`config.mk`:
```
export PLATFORM = sky130hd
export DESIGN_NAME = ex_operand_stage
export DESIGN_NICKNAME = d
export VERILOG_FILES = /design/src/rtl/ex_operand_stage_pkg.sv /design/src/rtl/ex_operand_stage_fwd_resolve.sv /design/src/rtl/ex_operand_stage.sv
export SDC_FILE = /design/constraint.sdc
export NUM_CORES = 1
export LEC_CHECK = 0
export CAP_MARGIN = 10
export CORE_UTILIZATION = 48
export CTS_CLUSTER_DIAMETER = 120
export DETAILED_ROUTE_END_ITERATION = 6
export HOLD_SLACK_MARGIN = 0.05
export PLACE_DENSITY = 0.77
export SYNTH_ARGS = -nofsm -noshare
export SYNTH_HDL_FRONTEND = slang
export SYNTH_SLANG_ARGS = --single-unit
```
`constraint.sdc`:
```
create_clock -name clk -period 9.4 [get_ports clk]
set_input_delay 2.35 -clock clk [delete_from_list [all_inputs] [get_ports clk]]
set_output_delay 2.35 -clock clk [all_outputs]
set_load 0.03 [all_outputs]
```
`src/rtl/ex_operand_stage_pkg.sv`:
```
// Shared defines for the execute operand stage: instruction types,
// shift function codes and the beat record carried through the skid buffer.
package ex_operand_stage_pkg;

   // Beat fields are sized for the widest legal datapath; narrower
   // configurations zero-extend on capture and truncate on output.
   localparam int unsigned BEAT_W_MAX = 64;

   typedef enum logic [1:0] {
      TYPE_R = 2'd0,
      TYPE_I = 2'd1,
      TYPE_J = 2'd2
   } ityp_e;

   localparam logic [5:0] FUNC_SLL = 6'h00;
   localparam logic [5:0] FUNC_SRL = 6'h02;
   localparam logic [5:0] FUNC_SRA = 6'h03;

   typedef struct packed {
      ityp_e                 ityp;
      logic [5:0]            func;
      logic [BEAT_W_MAX-1:0] a;
      logic [BEAT_W_MAX-1:0] b;
      logic [BEAT_W_MAX-1:0] data;
   } beat_t;

   // Shift operations take their shifted value from rt and swap operand order.
   function automatic logic is_shift(input logic [5:0] func);
      return (func == FUNC_SLL) || (func == FUNC_SRL) || (func == FUNC_SRA);
   endfunction

endpackage

```
`src/rtl/ex_operand_stage_fwd_resolve.sv`:
```
// Register operand resolution: youngest matching forwarding source wins,
// otherwise the register-file value; register 0 always reads as zero.
module fwd_resolve #(
   parameter int unsigned DATA_W  = 32,
   parameter int unsigned NUM_FWD = 2
) (
   input  logic [4:0]                addr,
   input  logic [DATA_W-1:0]         rf_data,
   input  logic [NUM_FWD-1:0]        fwd_valid,
   input  logic [5*NUM_FWD-1:0]      fwd_addr,
   input  logic [DATA_W*NUM_FWD-1:0] fwd_data,
   output logic [DATA_W-1:0]         data
);

   // Walk oldest to youngest so the lowest matching index overrides last.
   always_comb begin
      data = rf_data;
      for (int unsigned i = 0; i < NUM_FWD; i++) begin
         if (fwd_valid[(NUM_FWD-1-i) +: 1] == 1'b1 &&
             fwd_addr[(NUM_FWD-1-i)*5 +: 5] == addr) begin
            data = fwd_data[(NUM_FWD-1-i)*DATA_W +: DATA_W];
         end
      end
      if (addr == 5'd0) begin
         data = '0;
      end
   end

endmodule

```
`src/rtl/ex_operand_stage.sv`:
```
// Execute operand stage: resolves rs/rt with forwarding, extends the
// immediate, selects ALU operands and registers the beat in a two-entry
// skid buffer so in_ready never depends on out_ready.
module ex_operand_stage
   import ex_operand_stage_pkg::*;
#(
   parameter int unsigned DATA_W  = 32,
   parameter int unsigned NUM_FWD = 2
) (
   input  logic                      clk,
   input  logic                      rst,
   input  logic                      in_valid,
   output logic                      in_ready,
   input  logic [1:0]                in_ityp,
   input  logic [5:0]                in_func,
   input  logic [15:0]               in_imme,
   input  logic                      in_imm_sext,
   input  logic [4:0]                in_rs_addr,
   input  logic [4:0]                in_rt_addr,
   input  logic [DATA_W-1:0]         in_rs_data,
   input  logic [DATA_W-1:0]         in_rt_data,
   input  logic [NUM_FWD-1:0]        fwd_valid,
   input  logic [5*NUM_FWD-1:0]      fwd_addr,
   input  logic [DATA_W*NUM_FWD-1:0] fwd_data,
   input  logic                      flush,
   output logic                      out_valid,
   input  logic                      out_ready,
   output logic [DATA_W-1:0]         out_a,
   output logic [DATA_W-1:0]         out_b,
   output logic [DATA_W-1:0]         out_data,
   output logic [1:0]                out_ityp,
   output logic [5:0]                out_func
);

   typedef enum logic [1:0] {
      S_EMPTY = 2'd0,
      S_ONE   = 2'd1,
      S_TWO   = 2'd2
   } state_e;

   state_e            state_q;
   beat_t             main_q;
   beat_t             skid_q;
   beat_t             in_beat;
   logic [DATA_W-1:0] rs_res;
   logic [DATA_W-1:0] rt_res;
   logic [DATA_W-1:0] imm_ext;
   logic              in_xfer;
   logic              out_xfer;

   fwd_resolve #(.DATA_W(DATA_W), .NUM_FWD(NUM_FWD)) u_rs_resolve (
      .addr      (in_rs_addr),
      .rf_data   (in_rs_data),
      .fwd_valid (fwd_valid),
      .fwd_addr  (fwd_addr),
      .fwd_data  (fwd_data),
      .data      (rs_res)
   );

   fwd_resolve #(.DATA_W(DATA_W), .NUM_FWD(NUM_FWD)) u_rt_resolve (
      .addr      (in_rt_addr),
      .rf_data   (in_rt_data),
      .fwd_valid (fwd_valid),
      .fwd_addr  (fwd_addr),
      .fwd_data  (fwd_data),
      .data      (rt_res)
   );

   assign imm_ext = in_imm_sext ? {{(DATA_W-16){in_imme[15]}}, in_imme}
                                : {{(DATA_W-16){1'b0}}, in_imme};

   // Assemble the incoming beat from the resolved operands and mode.
   always_comb begin
      in_beat      = '0;
      in_beat.ityp = ityp_e'(in_ityp);
      in_beat.func = in_func;
      in_beat.data = BEAT_W_MAX'(rt_res);
      case (in_beat.ityp)
         TYPE_R: begin
            in_beat.a = BEAT_W_MAX'(is_shift(in_func) ? rt_res : rs_res);
            in_beat.b = BEAT_W_MAX'(is_shift(in_func) ? rs_res : rt_res);
         end
         TYPE_I: begin
            in_beat.a = BEAT_W_MAX'(is_shift(in_func) ? rt_res : rs_res);
            in_beat.b = BEAT_W_MAX'(imm_ext);
         end
         default: begin
            in_beat.a = BEAT_W_MAX'(rs_res);
            in_beat.b = BEAT_W_MAX'(imm_ext);
         end
      endcase
   end

   assign in_ready  = (state_q != S_TWO) && !rst;
   assign out_valid = (state_q != S_EMPTY);
   assign in_xfer   = in_valid && in_ready;
   assign out_xfer  = out_valid && out_ready;

   assign out_a    = DATA_W'(main_q.a);
   assign out_b    = DATA_W'(main_q.b);
   assign out_data = DATA_W'(main_q.data);
   assign out_ityp = main_q.ityp;
   assign out_func = main_q.func;

   // Skid-buffer occupancy FSM; main always holds the oldest beat.
   always_ff @(posedge clk or posedge rst) begin
      if (rst) begin
         state_q <= S_EMPTY;
         main_q  <= '0;
         skid_q  <= '0;
      end else if (flush) begin
         state_q <= S_EMPTY;
      end else begin
         case (state_q)
            S_EMPTY: begin
               if (in_xfer) begin
                  main_q  <= in_beat;
                  state_q <= S_ONE;
               end
            end
            S_ONE: begin
               case ({in_xfer, out_xfer})
                  2'b11: main_q <= in_beat;
                  2'b10: begin
                     skid_q  <= in_beat;
                     state_q <= S_TWO;
                  end
                  2'b01: state_q <= S_EMPTY;
                  default: ;
               endcase
            end
            S_TWO: begin
               if (out_xfer) begin
                  main_q  <= skid_q;
                  state_q <= S_ONE;
               end
            end
            default: state_q <= S_EMPTY;
         endcase
      end
   end

endmodule

```
==> results of run 1 <==
[synthesized netlist by cell type, drive strengths merged (3+ instances only)]
library cell and count:
o22ai 32, buf 50, o21ai 141, a21oi 132
a31oi 91, nand2 145, xnor2 18, nand3 99
dfrtp 210, o211ai 3, a221oi 4, nor3 64
a32oi 8, a22oi 54, and2 5, inv 6
clkbuf 84, and3 5, or2 4, nand4 29
nor2 112, or3 37
[final cells by class]
| type | instances | area share |
|---|---|---|
| Tap cell | 319 | 0.0260 |
| Sequential cell | 210 | 0.342 |
| Clock inverter | 11 | 0.00749 |
| Antenna cell | 2 | 0.000325 |
| Clock buffer | 30 | 0.0424 |
| Timing Repair Buffer | 314 | 0.200 |
| Inverter | 6 | 0.00195 |
| Multi-Input combinational cell | 1004 | 0.380 |
[tightest hold or removal path, cell delays in order, from the launching register on]
cell     delay, ns
dfrtp_1       0.34
nand2_1       0.05
nand2_1       0.05
[logic make-up after synthesis]
kind of cell,count (synthesis),synth area share
AOI/OAI and AO/OA,472,0.276
xor gates and xnor gates,20,0.0150
buffers and inverters,140,0.0533
DFF,210,0.450
muxes,1,0.000858
and+or+nand+nor,511,0.204
[power groups by stage]
stage / combinational, mW / sequential (mW) / clock [mW]
finish: 0.952 / 1.23 / 0.931
global route: 1.01 / 1.25 / 0.968
CTS: 0.945 / 1.23 / 0.933
detailed placement: 0.939 / 1.24 / 0
global placement: 0.923 / 1.23 / 0
floorplan: 0.336 / 1.40 / 0
[per-layer routing]
layer / wire length (microns) / share of wire / vias to the layer above
met3: 6050 / 0.13 / 165
met1: 17000 / 0.37 / 5761
met2: 20200 / 0.44 / 925
met5: 0 / 0 / -
met4: 2180 / 0.048 / 0
li1: - / - / 5348
[stage by stage]
step                hold WS [ns]  area [sq um]  power, mW  utilization  setup WS, ns
floorplan                  0.439         11700       1.74            -          1.31
global placement           0.449         14600       2.16        0.617          3.30
detailed placement         0.456         14600       2.18        0.617          3.25
CTS                        0.470         15400       3.10        0.649          3.25
global route               0.486         15400       3.23        0.649          3.21
finish                     0.469         15400       3.11        0.649          3.27
[sequential cells by signal, summed over array words and instances, names as in the netlist]
signal    count
skid_q      104
out_a        32
out_data     32
out_func      6
out_ityp      2
state_q       2
out_b        32
[worst paths after layout]
kind                             from     endpoint
max                               rst     in_ready
min                         skid_q[9]    skid_q[9]
max reg2reg                state_q[1]    out_b[31]
min reg2reg                 skid_q[9]    skid_q[9]
max in group asynchronous         rst  skid_q[137]
min in group asynchronous         rst   state_q[1]
==> flow_metrics.py, run 1 <==
metrics = {
    "cts": {
        "cts_resized": 0,
        "cts_setup_buffers": 0,
        "cts-root-buf": "clkbuf_16",
        "cts_tree": "yes",
        "clock_path_buffers": 3,
        "clk_pin_slew_ns": 0.06,
        "insertion_delay_ns": 0.53,
        "ctsHtreeMaxLevel": 1,
        "numCtsBuffers": 23,
        "cts_hold_buffers": 0,
        "cts.sinks": 210,
    },
    "floorplanning": {
        "dieArea_sq_um": 24900,
        "design.core.area_sq_um": 23700,
        "initial_utilization": 0.493,
        "die_w_microns": 158,
        "die_h_microns": 158,
        "num_io_pins": 286,
        "rows": 56,
    },
    "sta": {
        "finalClockSkew_ns": 0.0181,
        "min_period_over_period": 0.652,
        "tns_ns": 0,
        "worst_slew_pin_slew_ns": 1.17,
        "final.min_clock_period_ns": 6.13,
        "rsz0062_at_grt": "false",
        "drv_slew": 0,
        "slew_headroom": 0.220,
        "fmax_mhz": 163,
        "finalHoldViolCount": 0,
        "setup_viol": 0,
    },
    "finish": {
        "seq_area_sq_um": 5260,
        "mostFrequentLayoutCells": "clkdlybuf4s50_1, dfrtp_1, nand2_1, a21oi_1, nor2_1",
        "nets": 1739,
        "drive_gt1_frac": 0.0914,
        "fillCellCount": 2027,
        "final_cells": 1896,
        "final_common_cell": "clkdlybuf4s50_1",
        "multi_input_area_sq_um": 5850,
        "area_growth_pct": 31.8,
    },
    "global_route": {
        "grt_max_degree": 129,
        "grt_overflow": 0,
        "grt_use_met3": 0.0977,
        "grt_pass1_wl_microns": 68400,
        "grtUsageMet1": 0.488,
        "top_usage_layer": "met2",
        "grt_use_met2": 0.549,
        "grt_pass1_vias": 11700,
        "antenna_found_initial": 2,
        "grt_use_total": 0.364,
    },
    "setup_path": {
        "path_delay_family": "buffers and inverters",
        "path_common_cell": "clkdlybuf4s50_1",
        "ff2ff_setup_slack_ns": 6.45,
        "endpoint_kind": "primary output",
        "critPathKind": "primary input to primary output",
        "path_buf_inv": 2,
        "rr_worst_depth": 7,
        "cp_max_fo": 5,
        "crit_arrival_ns": 3.78,
        "required_ns": 7.05,
        "cpPeakStageDelay_ns": 0.69,
        "cpMaxStageDelayCell": "clkdlybuf4s50_1",
        "crit_chain": "clkdlybuf4s50_1 -> nor2_1 -> clkdlybuf4s50_1",
        "cp-start-kind": "primary input",
        "path_depth": 3,
    },
    "pwr": {
        "p_per_area_nw_per_um2": 202,
        "power_leakage_nw": 6.06,
        "max-vdd-ir-drop_v": 0.0000963,
        "internal_power_mw": 2.03,
        "p_comb_frac": 0.306,
        "seq_power_share": 0.395,
        "pwr-share-clk": 0.299,
        "p_sw_frac": 0.348,
        "switching_power_mw": 1.08,
    },
    "detailed_routing": {
        "drt_first_iter_violations": 1505,
        "routed_via_density": 6.43,
        "drc": 0,
        "dr.pass1.iters": 7,
        "ant_nets": 0,
        "vias": 12200,
        "wl_microns": 45400,
        "avgRoutedWirePerCell_microns": 24.0,
    },
    "logic_synthesis": {
        "ys_async_sr_fraction": 1.00,
        "synth_edf_count": 0,
        "synth_seq_area_share": 0.450,
        "syn_area_per_cell_sq_um": 8.62,
        "ys_ff_latch": 210,
        "syn-cell-area_sq_um": 11700,
        "synth_warnings": 0,
        "synth_nets": 1534,
        "synth.distinct_cells": 53,
        "yosys-top-cells-area": "dfrtp_1, a21oi_1, nand2_1",
        "syn_inst": 1354,
        "synthFlopType": "dfrtp_1",
        "synth_top_area_frac": 0.450,
        "synth_top_cell_by_area": "dfrtp_1",
    },
    "place": {
        "dp_hpwl_microns": 29200,
        "gp_congestion": 0.883,
        "io_buffers": 285,
        "dp_cells": 1853,
    },
    "outcome": {
        "status": "finished clean",
    },
    "worst_hold_path": {
        "min_path_cells": 2,
        "worstHoldPathType": "flip-flop to flip-flop",
    },
    "run": {
        "maxCapViolations": 0,
    },
}
Note: power is estimated with default switching activity, not from simulation.
==> run 2, diff against run 1 <==
- clock period: 9.4 -> 6.13 ns (I/O delays scaled with it)
==> flow_metrics.py, run 2 (same netlist as run 1, synthesis figures left out) <==
metrics = {
    "outcome": {
        "status": "finished clean",
    },
    "global_route": {
        "grt_max_degree": 130,
        "antenna_found_initial": 3,
        "grt_pass1_wl_microns": 71400,
        "grt_pass1_vias": 12000,
        "grt_overflow": 0,
        "grt_use_total": 0.384,
    },
    "pwr": {
        "p_per_area_nw_per_um2": 316,
        "internal_power_mw": 3.20,
        "p_sw_frac": 0.347,
        "p_comb_frac": 0.298,
        "max-vdd-ir-drop_v": 0.000199,
        "switching_power_mw": 1.70,
        "power_mw": 4.90,
        "power_leakage_nw": 6.10,
        "seq_power_share": 0.392,
        "pwr-share-clk": 0.310,
    },
    "finish": {
        "final_cells": 1901,
        "post-route-util": 0.655,
        "fillCellCount": 2015,
        "nets": 1746,
        "multi_input_area_sq_um": 5850,
        "mostFrequentLayoutCells": "clkdlybuf4s50_1, dfrtp_1, nand2_1, a21oi_1, nor2_1",
        "drive_gt1_frac": 0.0942,
        "largest_reg_flops": 104,
        "seq_area_sq_um": 5260,
        "n_antenna_cell": 0,
        "top_register": "skid_q",
        "final_common_cell": "clkdlybuf4s50_1",
        "area_growth_pct": 32.8,
    },
    "run": {
        "maxCapViolations": 0,
    },
    "detailed_routing": {
        "vias": 12600,
        "drt_first_iter_violations": 1577,
        "drc": 0,
        "ant_nets": 0,
        "avgRoutedWirePerCell_microns": 25.2,
        "dr.pass1.iters": 6,
        "wl_microns": 47900,
        "routed_via_density": 6.61,
    },
    "worst_hold_path": {
        "worstHoldPathType": "flip-flop to flip-flop",
    },
    "sta": {
        "setup_viol": 0,
        "rsz0062_at_grt": "false",
        "final.min_clock_period_ns": 4.39,
        "fmax_mhz": 228,
        "drv_slew": 0,
        "slew_headroom": 0.269,
        "finalHoldViolCount": 0,
        "setup_ws_ns": 1.74,
        "finalClockSkew_ns": 0.0106,
        "tns_ns": 0,
        "worst_slew_pin_slew_ns": 1.10,
        "min_period_over_period": 0.716,
    },
    "floorplanning": {
        "dieArea_sq_um": 24900,
        "die_h_microns": 158,
        "die_w_microns": 158,
        "rows": 56,
        "design.core.area_sq_um": 23700,
        "initial_utilization": 0.493,
        "num_io_pins": 286,
    },
    "setup_path": {
        "required_ns": 4.60,
        "cp_max_fo": 5,
        "path_delay_family": "buffers and inverters",
        "path_buf_inv": 2,
        "crit_arrival_ns": 2.85,
        "endpoint_kind": "primary output",
        "cp-start-kind": "primary input",
        "cpPeakStageDelay_ns": 0.67,
        "cpMaxStageDelayCell": "clkdlybuf4s50_1",
        "path_common_cell": "clkdlybuf4s50_1",
        "critPathKind": "primary input to primary output",
        "crit_chain": "clkdlybuf4s50_1 -> nor2_1 -> clkdlybuf4s50_1",
    },
    "cts": {
        "clk_pin_slew_ns": 0.06,
        "cts_tree": "yes",
        "numCtsBuffers": 24,
        "cts-root-buf": "clkbuf_16",
        "ctsHtreeMaxLevel": 1,
        "cts_setup_buffers": 0,
        "cts_resized": 0,
        "clock_path_buffers": 3,
        "cts.sinks": 210,
        "cts_hold_buffers": 0,
        "insertion_delay_ns": 0.53,
    },
    "place": {
        "gp_congestion": 0.978,
        "dp_hpwl_microns": 32000,
        "dp_cells": 1859,
        "io_buffers": 285,
        "dp_slack_ns": 1.67,
    },
}
-- run 2: changes by cell type in the layout (fill, tap and decap cells not counted), sizes merged --
cell / previous run / this run
clkinvlp: 0 / 4
buf: 29 / 35
bufinv: 2 / 3
inv: 8 / 6
diode: 2 / 0
clkbuf: 30 / 33
clkinv: 7 / 2
-- run 2: worst paths after layout --
| kind | endpoint | from | slack (ns) | cells past startpoint |
|---|---|---|---|---|
| setup / recovery | in_ready | rst | 1.74 | 3 |
| hold / removal | skid_q[9] | skid_q[9] | 0.47 | 2 |
| setup reg to reg | out_b[20] | state_q[1] | 3.37 | 5 |
| hold reg to reg | skid_q[9] | skid_q[9] | 0.47 | 2 |
| max in group asynchronous | out_b[20] | rst | 3.28 | 3 |
| min in group asynchronous | out_b[1] | rst | 1.66 | 2 |
-- run 2: layout make-up --
class | count | area share
multi-input combinational | 1004 | 0.377
sequential | 210 | 0.339
timing repair buffer | 320 | 0.203
clock buffer | 33 | 0.0449
tap | 319 | 0.0257
clock inverter | 9 | 0.00864
inverter | 6 | 0.00170
-- run 2: power by group through the flow --
stage	registers, mW	clock network (mW)	logic (mW)
floorplan	2.15	0	0.516
global placement	1.92	0	1.41
detailed placement	1.93	0	1.44
CTS	1.91	1.53	1.45
global route	1.94	1.58	1.55
finish	1.92	1.52	1.46
-- run 2: tightest hold or removal path: cells and delay by family (launching register included) --
kind | cells | cell delay (ns)
DFF | 1 | 0.34
and+or+nand+nor | 2 | 0.10
-- run 2: through the flow --
| step | hold slack, ns | cell area [sq um] |
|---|---|---|
| after floorplan | 0.439 | 11700 |
| after global placement | 0.449 | 14700 |
| after detailed placement | 0.456 | 14700 |
| after CTS | 0.468 | 15500 |
| after global routing | 0.491 | 15500 |
| final | 0.470 | 15500 |
-- run 2: layer usage --
| layer | global-route usage | part of all wire |
|---|---|---|
| met1 | 0.521 | 0.38 |
| met2 | 0.587 | 0.45 |
| met3 | 0.0868 | 0.13 |
| met4 | 0.167 | 0.046 |
| met5 | 0 | 0.00065 |
